`config.mk`:
```
export PLATFORM = sky130hd
export DESIGN_NAME = hazard_fwd_unit
export DESIGN_NICKNAME = d
export VERILOG_FILES = /design/src/rtl/hazard_fwd_unit.sv
export SDC_FILE = /design/constraint.sdc
export NUM_CORES = 1
export LEC_CHECK = 0
export CORE_MARGIN = 4
export CORE_UTILIZATION = 31
export DETAILED_ROUTE_END_ITERATION = 7
export HOLD_SLACK_MARGIN = 0.1
export PLACE_DENSITY = 0.82
export SYNTH_ARGS = -nofsm -noshare
export SYNTH_HDL_FRONTEND = slang
export SYNTH_SLANG_ARGS = --single-unit
```
`constraint.sdc`:
```
create_clock -name clk -period 1.8 [get_ports clk]
set_input_delay 0.18 -clock clk [delete_from_list [all_inputs] [get_ports clk]]
set_output_delay 0.18 -clock clk [all_outputs]
set_load 0.03 [all_outputs]
```
`src/rtl/hazard_fwd_unit.sv`:
```
// Hazard detection and operand-forwarding unit: EX/ID bypass selects and a load-use bubble FSM.
// Optional macro HFU_PERF_CNT_EN adds a saturating load-use bubble counter on perf_stall_cnt.
module hazard_fwd_unit #(
    parameter int unsigned NUM_SRC    = 2,
    parameter int unsigned REG_W      = 5,
    parameter int unsigned LU_BUBBLES = 1
) (
    input  logic                     clk,
    input  logic                     rst,
    input  logic [NUM_SRC*REG_W-1:0] id_rs,
    input  logic [NUM_SRC-1:0]       id_rs_valid,
    input  logic [NUM_SRC*REG_W-1:0] ex_rs,
    input  logic [REG_W-1:0]         ex_rd,
    input  logic                     ex_load_regfile,
    input  logic                     ex_is_load,
    input  logic [REG_W-1:0]         mem_rd,
    input  logic                     mem_load_regfile,
    input  logic                     mem_is_load,
    input  logic [REG_W-1:0]         wb_rd,
    input  logic                     wb_load_regfile,
    input  logic                     pipe_stall_ext,
    output logic [2*NUM_SRC-1:0]     ex_fwd_sel,
    output logic [NUM_SRC-1:0]       id_fwd_sel,
    output logic                     hold_id,
    output logic                     bubble_ex,
    output logic                     lu_busy,
    output logic [31:0]              perf_stall_cnt
);

    localparam logic [0:0] ST_RUN    = 1'b0;
    localparam logic [0:0] ST_BUBBLE = 1'b1;

    logic [0:0] state;
    logic [1:0] lu_cnt;
    logic       hit;
    logic       in_bubble;

    always_comb begin
        ex_fwd_sel = '0;
        id_fwd_sel = '0;
        for (int unsigned i = 0; i < NUM_SRC; i++) begin
            // MEM stage holds the younger result, so it wins over WB
            if (mem_load_regfile && (mem_rd != '0) && (mem_rd == ex_rs[i*REG_W +: REG_W]))
                ex_fwd_sel[2*i +: 2] = mem_is_load ? 2'd3 : 2'd1;
            else if (wb_load_regfile && (wb_rd != '0) && (wb_rd == ex_rs[i*REG_W +: REG_W]))
                ex_fwd_sel[2*i +: 2] = 2'd2;
            id_fwd_sel[i] = wb_load_regfile && (wb_rd != '0) && (wb_rd == id_rs[i*REG_W +: REG_W]);
        end
    end

    always_comb begin
        hit = 1'b0;
        if (ex_is_load && ex_load_regfile && (ex_rd != '0)) begin
            for (int unsigned i = 0; i < NUM_SRC; i++) begin
                if (id_rs_valid[i] && (id_rs[i*REG_W +: REG_W] == ex_rd))
                    hit = 1'b1;
            end
        end
    end

    // Reset masks the BUBBLE state immediately so outputs follow RUN rules while rst is high
    assign in_bubble = (state == ST_BUBBLE) && !rst;
    assign hold_id   = in_bubble || hit;
    assign bubble_ex = in_bubble || hit;
    assign lu_busy   = in_bubble;

    always_ff @(posedge clk) begin
        if (rst) begin
            state  <= ST_RUN;
            lu_cnt <= '0;
        end else if (!pipe_stall_ext) begin
            if (state == ST_RUN) begin
                if (hit && (LU_BUBBLES > 1)) begin
                    state  <= ST_BUBBLE;
                    lu_cnt <= 2'(LU_BUBBLES - 1);
                end
            end else begin
                if (lu_cnt == 2'd1) begin
                    state  <= ST_RUN;
                    lu_cnt <= '0;
                end else begin
                    lu_cnt <= lu_cnt - 2'd1;
                end
            end
        end
    end

`ifdef HFU_PERF_CNT_EN
    logic [31:0] perf_cnt;

    always_ff @(posedge clk) begin
        if (rst)
            perf_cnt <= '0;
        else if (bubble_ex && !pipe_stall_ext && (perf_cnt != '1))
            perf_cnt <= perf_cnt + 32'd1;
    end

    assign perf_stall_cnt = perf_cnt;
`else
    assign perf_stall_cnt = '0;
`endif

endmodule
```
==> results of run 1 <==
==> Yosys cell counts <==
library cell and number:
buf_4 33, xnor2_1 28, xor2_1 12, nand3_1 6
nor4_1 6, nor2_1 5, dfxtp_1 3, nand2_1 3
buf_2 2, clkbuf_1 2, inv_1 2, mux2_2 2
nand4_1 2, nor2b_1 2, a21boi_0 1, a21oi_1 1
a41o_1 1, buf_6 1, conb_1 1, ha_1 1
mux2i_1 1, nor3_1 1, o21ai_1 1, o21ai_4 1
o22ai_1 1, or4_1 1, or4_4 1
==> final cells by class <==
cell class | instances | area [um^2]
fill | 243 | 1090
tap | 31 | 38.8
sequential | 3 | 60.1
clock buffer | 4 | 26.3
timing repair buffer | 85 | 757
inverter | 2 | 7.51
multi-input combinational | 109 | 848
==> layer usage <==
layer	share of wire (%)	track usage [%]
met5	0	0
met4	1.2	4.96
met1	40	16.7
met3	6.9	1.60
met2	52	20.8
==> kinds of logic after synthesis <==
| group | count (synthesis) | synth area share [%] |
|---|---|---|
| xor gates and xnor gates | 40 | 37.3 |
| buffers and inverters | 40 | 30.2 |
| and+or+nand+nor | 27 | 15.6 |
| AOI/OAI and AO/OA | 6 | 5.33 |
| muxes | 3 | 3.46 |
| DFF | 3 | 6.39 |
| adders and majority gates | 1 | 1.33 |
| other | 1 | 0.399 |
==> worst register-to-register path, cell delays in order (launching register included) <==
cell and delay (ns):
dfxtp_1 0.30, inv_1 0.05, ha_1 0.27, a21oi_1 0.15, nor2_1 0.05
==> path summary, 6_finish.rpt <==
| kind | from | to | slack [ns] | cells past startpoint |
|---|---|---|---|---|
| max | wb_rd[0] | ex_fwd_sel[1] | 0.02 | 8 |
| min reg2reg | lu_cnt[0] | lu_cnt[0] | 0.55 | 2 |
| min | rst | lu_cnt[1] | 0.53 | 2 |
| max reg2reg | lu_cnt[1] | lu_cnt[1] | 0.87 | 4 |
==> repair_timing <==
item,4_1_cts,5_1_grt
endpoints found under the hold margin,0,0
endpoints found under the setup margin,8,8
pin swaps,10,12
resized for setup,55,34
gates cloned,0,0
setup buffers,1,0
==> registers in the layout, indices dropped and copies added, names as in the netlist <==
register	cells
state	1
lu_cnt	2
==> where the power goes <==
group	total [W]	switching (W)	leakage [nW]	internal, W
Combinational	0.000415	0.000222	0.864	0.000193
Clock	0.000112	0.0000295	0.0150	0.0000827
Sequential	0.0000669	0.0000000000000000000153	0.0241	0.0000669
Total	0.000594	0.000252	0.903	0.000342
==> metrics by stage <==
| step | total power [W] | instances | instance area [um^2] | hold WS, ns | utilization, % |
|---|---|---|---|---|---|
| 2_1_floorplan | 0.000323 | 152 | 1070 | 0.252 | - |
| 5_1_grt | 0.000633 | 234 | 1740 | 0.548 | 61.4 |
| 4_1_cts | 0.000585 | 234 | 1680 | 0.534 | 59.2 |
| 6_report | 0.000594 | 234 | 1740 | 0.532 | 61.4 |
| 3_3_place_gp | 0.000452 | 231 | 1600 | 0.509 | 56.5 |
| 3_5_place_dp | 0.000457 | 231 | 1600 | 0.539 | 56.5 |
==> impl_metrics.py, run 1 <==
metrics = {
    "floorplan": {
        "fp-row-count": 19,
        "start_util_pct": 33.2,
        "die_x_um": 63.1,
        "die-height_um": 63.1,
        "core_mm2": 0.00283,
        "die_area_mm2": 0.00398,
        "num_io_pins": 86,
    },
    "worst_setup_path": {
        "cp_slowest_cell": "nor4_2",
        "required_ns": 1.62,
        "startpoint_type": "input port",
        "crit_top_cell": "buf_4",
        "crit_family": "buffers and inverters",
        "worstPathMaxFanout": 3,
        "cp-end-kind": "output port",
        "cp.arrival_ns": 1.60,
        "worst-path-buf-inv": 4,
        "path_cells": "clkdlybuf4s15_2 > buf_4 > buf_4 > xnor2_2 > nand3_1 > nor4_2 > mux2_4 > buf_6",
        "critPathKind": "input port to output port",
        "slowest_delay_ns": 0.30,
    },
    "sta": {
        "tns_ns": 0,
        "fin_crit_ns": 1.78,
        "timing.final.crit_share_pct": 98.8,
        "setup-violations-final": 0,
        "setup_ws_ns": 0.0212,
        "clock_skew_ns": 0.000394,
        "hold_violations": 0,
        "fmax_mhz": 562,
        "maxSlewViolCount": 0,
    },
    "detailed_routing": {
        "routed_wl_mm": 2.93,
        "first_pass_iters": 4,
        "drtIter0Drc": 21,
        "avgRoutedWirePerCell_um": 12.5,
        "num_vias": 976,
        "drcViolationCount": 0,
        "routed_via_density": 4.17,
        "antenna_left": 0,
    },
    "grt": {
        "grt_overflow": 0,
        "grt_pass1_vias": 927,
        "grt_use_total_pct": 12.7,
        "antenna_found_initial": 0,
        "grt_pass1_wl_mm": 4.06,
        "grt_start_max_net_pins": 5,
    },
    "run_status": {
        "status": "finished, final reports clean",
    },
    "yosys": {
        "ys.warnings.count": 0,
        "synth_top_area_share_pct": 26.4,
        "synth_area_um2": 940,
        "ys_ff_latch": 3,
        "synthCells": 121,
        "ys_seq_area_share_pct": 6.39,
        "synthDistinctLibCells": 27,
        "synth_top_area_cell": "buf_4",
        "synth_area_leaders": "buf_4 26%, xnor2_1 26%, xor2_1 11%",
        "syn_area_per_cell_um2": 7.77,
    },
    "placed_design": {
        "routabilityCongestion": 0.764,
        "io_buffers": 53,
        "hpwlAfterDp_mm": 2.42,
        "dpl_worst_slack_ns": -0.466,
    },
    "finish": {
        "fin_nets": 250,
        "drive_gt1_share_pct": 34.5,
        "antenna_cells": 0,
        "syn_to_final_growth_pct": 85.0,
        "final_common_cell": "conb_1",
        "final_cell_mix": "32 x conb_1, 31 x buf_4, 20 x xnor2_1",
    },
    "cts": {
        "clk_path_buf_depth": 2,
        "htreeDepth": 1,
        "cts.hold.buffers_added": 0,
        "clock_sinks": 3,
        "cts_tree": "done",
        "clk_pin_slew_ns": 0.03,
        "numCtsBuffers": 3,
        "clockRootBuffer": "clkbuf_4",
        "clkLatencyLatePin_ns": 0.22,
    },
    "power_and_ir_drop": {
        "p_leak_nw": 0.903,
        "power.density_mw_per_mm2": 342,
        "peakVddDrop_mv": 0.325,
    },
    "min_path": {
        "hold_path.class": "input port to flip-flop",
    },
    "run": {
        "maxCapViolCount": 0,
    },
}
(Power assumes the default switching activity.)
==> run 2: changes to the inputs <==
--- a/config.mk
+++ b/config.mk
@@ -5,6 +5,8 @@
 export SDC_FILE = /design/constraint.sdc
 export NUM_CORES = 1
 export LEC_CHECK = 0
+export ABC_CLOCK_PERIOD_IN_PS = 1800
+export CAP_MARGIN = 5
 export CORE_MARGIN = 4
 export CORE_UTILIZATION = 31
 export DETAILED_ROUTE_END_ITERATION = 7
==> constraint.sdc (replaced) <==
create_clock -name clk -period 1.8 [get_ports clk]
set_input_delay 0.27 -clock clk [delete_from_list [all_inputs] [get_ports clk]]
set_output_delay 0.27 -clock clk [all_outputs]
set_load 0.03 [all_outputs]
==> run 2 against run 1 <==
The flow now finishes with violations (setup timing). Critical path depth down 2. Final area down 2.2%. First-iteration DRC count down 76%. Sequential power about the same. Setup slack worse by 0.15 ns. Combinational power down 2%. Critical path type unchanged. Critical endpoint is now ex_fwd_sel[3]. Largest power group unchanged. Highest routed layer unchanged.
==> impl_metrics.py, run 2 (synthesis gave the netlist of run 1 again) <==
metrics = {
    "run_status": {
        "status": "complete, but fails checks",
        "violations": "setup timing",
    },
    "cts": {
        "htreeDepth": 1,
        "clockRootBuffer": "clkbuf_4",
        "clk_pin_slew_ns": 0.03,
        "cts_tree": "done",
        "cts.hold.buffers_added": 0,
        "numCtsBuffers": 3,
        "clkLatencyLatePin_ns": 0.24,
        "clock_sinks": 3,
        "clk_path_buf_depth": 2,
    },
    "floorplan": {
        "die_x_um": 63.1,
        "die_area_mm2": 0.00398,
        "fp-row-count": 19,
        "die-height_um": 63.1,
        "start_util_pct": 33.2,
        "num_io_pins": 86,
        "core_mm2": 0.00283,
    },
    "sta": {
        "hold_violations": 0,
        "fin_crit_ns": 1.93,
        "setup-violations-final": 2,
        "timing.final.crit_share_pct": 107,
        "clock_skew_ns": 0.00429,
        "maxSlewViolCount": 0,
        "tns_ns": -0.247,
        "setup_ws_ns": -0.130,
        "hold_slack_ns": 0.527,
        "rsz0062_at_grt": "true",
        "fmax_mhz": 518,
    },
    "worst_setup_path": {
        "cp_slowest_cell": "or4_4",
        "path_cells": "buf_2 > or4_4 > o21ai_4 > nor4_4 > mux2_4 > buf_6",
        "worstPathMaxFanout": 2,
        "cp.arrival_ns": 1.66,
        "cp-end-kind": "output port",
        "worst-path-buf-inv": 2,
        "crit_family": "simple AND/OR/NAND/NOR gates",
        "slowest_delay_ns": 0.54,
        "required_ns": 1.53,
        "critPathKind": "input port to output port",
        "startpoint_type": "input port",
    },
    "min_path": {
        "hold_path.class": "flip-flop to flip-flop",
    },
    "grt": {
        "antenna_found_initial": 0,
        "grt_pass1_wl_mm": 4.53,
        "grt_use_total_pct": 14.1,
        "grt_overflow": 0,
        "grt_pass1_vias": 989,
        "grt_start_max_net_pins": 5,
    },
    "detailed_routing": {
        "drtIter0Drc": 5,
        "routed_via_density": 4.27,
        "num_vias": 986,
        "routed_wl_mm": 2.96,
        "drcViolationCount": 0,
        "antenna_left": 0,
        "first_pass_iters": 3,
        "avgRoutedWirePerCell_um": 12.8,
    },
    "finish": {
        "fin_nets": 247,
        "top_register": "lu_cnt",
        "fill_cells": 261,
        "syn_to_final_growth_pct": 81.0,
        "reg_top3": "lu_cnt (2), state (1)",
        "final_common_cell": "buf_4",
        "drive_gt1_share_pct": 35.5,
        "largest_reg_flops": 2,
        "final_cell_mix": "33 x buf_4, 32 x conb_1, 22 x xnor2_1, 22 x dlygate4sd2_1, 12 x xor2_1",
        "antenna_cells": 0,
    },
    "power_and_ir_drop": {
        "power.density_mw_per_mm2": 349,
        "p_int_w": 0.000330,
        "combPwrFrac_pct": 68.5,
        "peakVddDrop_mv": 0.376,
        "power.switching_w": 0.000264,
        "sequentialPowerShare_pct": 11.3,
        "clock_power_share_pct": 20.2,
        "swShare_pct": 44.4,
        "p_leak_nw": 0.811,
    },
    "placed_design": {
        "io_buffers": 53,
        "routabilityCongestion": 0.818,
        "hpwlAfterDp_mm": 2.44,
    },
    "run": {
        "maxCapViolCount": 0,
    },
}
==> run 2: cell types whose count changed in the layout (fill, tap and decap cells not counted), moves of 3 or more <==
cell             before  now
dlygate4sd2_1         7   22
clkdlybuf4s50_1      16    8
buf_2                 7    4
dlymetal6s2s_1       14    3
buf_6                 5    9
==> run 2: path summary, 6_finish.rpt <==
path | startpoint | endpoint | slack (ns) | cells past startpoint
max | mem_rd[2] | ex_fwd_sel[3] | -0.13 | 6
min | lu_cnt[0] | lu_cnt[0] | 0.53 | 2
max reg2reg | state | lu_cnt[0] | 0.86 | 3
min reg2reg | lu_cnt[0] | lu_cnt[0] | 0.53 | 2
==> run 2: power by group through the flow <==
stage               sequential, W  clock (W)  combinational, W
floorplan               0.0000679          0          0.000259
global placement        0.0000679          0          0.000383
detailed placement      0.0000679          0          0.000386
CTS                     0.0000668   0.000127          0.000381
global route            0.0000666   0.000138          0.000433
finish                  0.0000669   0.000120          0.000407
==> run 2: tightest hold or removal path, stage by stage (launching register included) <==
cell and delay, ns:
dfxtp_1 0.34, mux2i_1 0.07, nor2_1 0.07
==> run 2: per-layer routing <==
metal	vias up	global-route usage, %	wire length [um]
met2	46	23.7	1490
met5	-	0	0
met4	0	5.23	86
met3	8	3.02	216
met1	439	17.6	1170
li1	493	-	-
==> run 2: area by class of cell <==
cell class / count / area, um^2 / area share (%)
Tap cell: 31 / 38.8 / 2.28
Clock buffer: 4 / 26.3 / 1.55
Inverter: 2 / 7.51 / 0.442
Sequential cell: 3 / 60.1 / 3.53
Timing Repair Buffer: 82 / 706 / 41.5
Multi-Input combinational cell: 109 / 862 / 50.7
==> run 2: timing repair <==
item,CTS,global route
pin swaps,11,14
buffers inserted,2,1
endpoints found under the setup margin,8,6
gates resized for setup,87,21
gates cloned,0,0
hold endpoints to repair,0,0
==> run 2: through the flow <==
stage	power [W]	cells	util, %	area, um^2	setup slack [ns]
2_1_floorplan	0.000326	152	-	1080	-0.207
3_3_place_gp	0.000451	227	55.6	1570	-0.573
3_5_place_dp	0.000454	227	55.6	1570	-0.583
4_1_cts	0.000575	232	57.5	1630	-0.137
5_1_grt	0.000638	231	60.1	1700	-0.198
6_report	0.000594	231	60.1	1700	-0.130
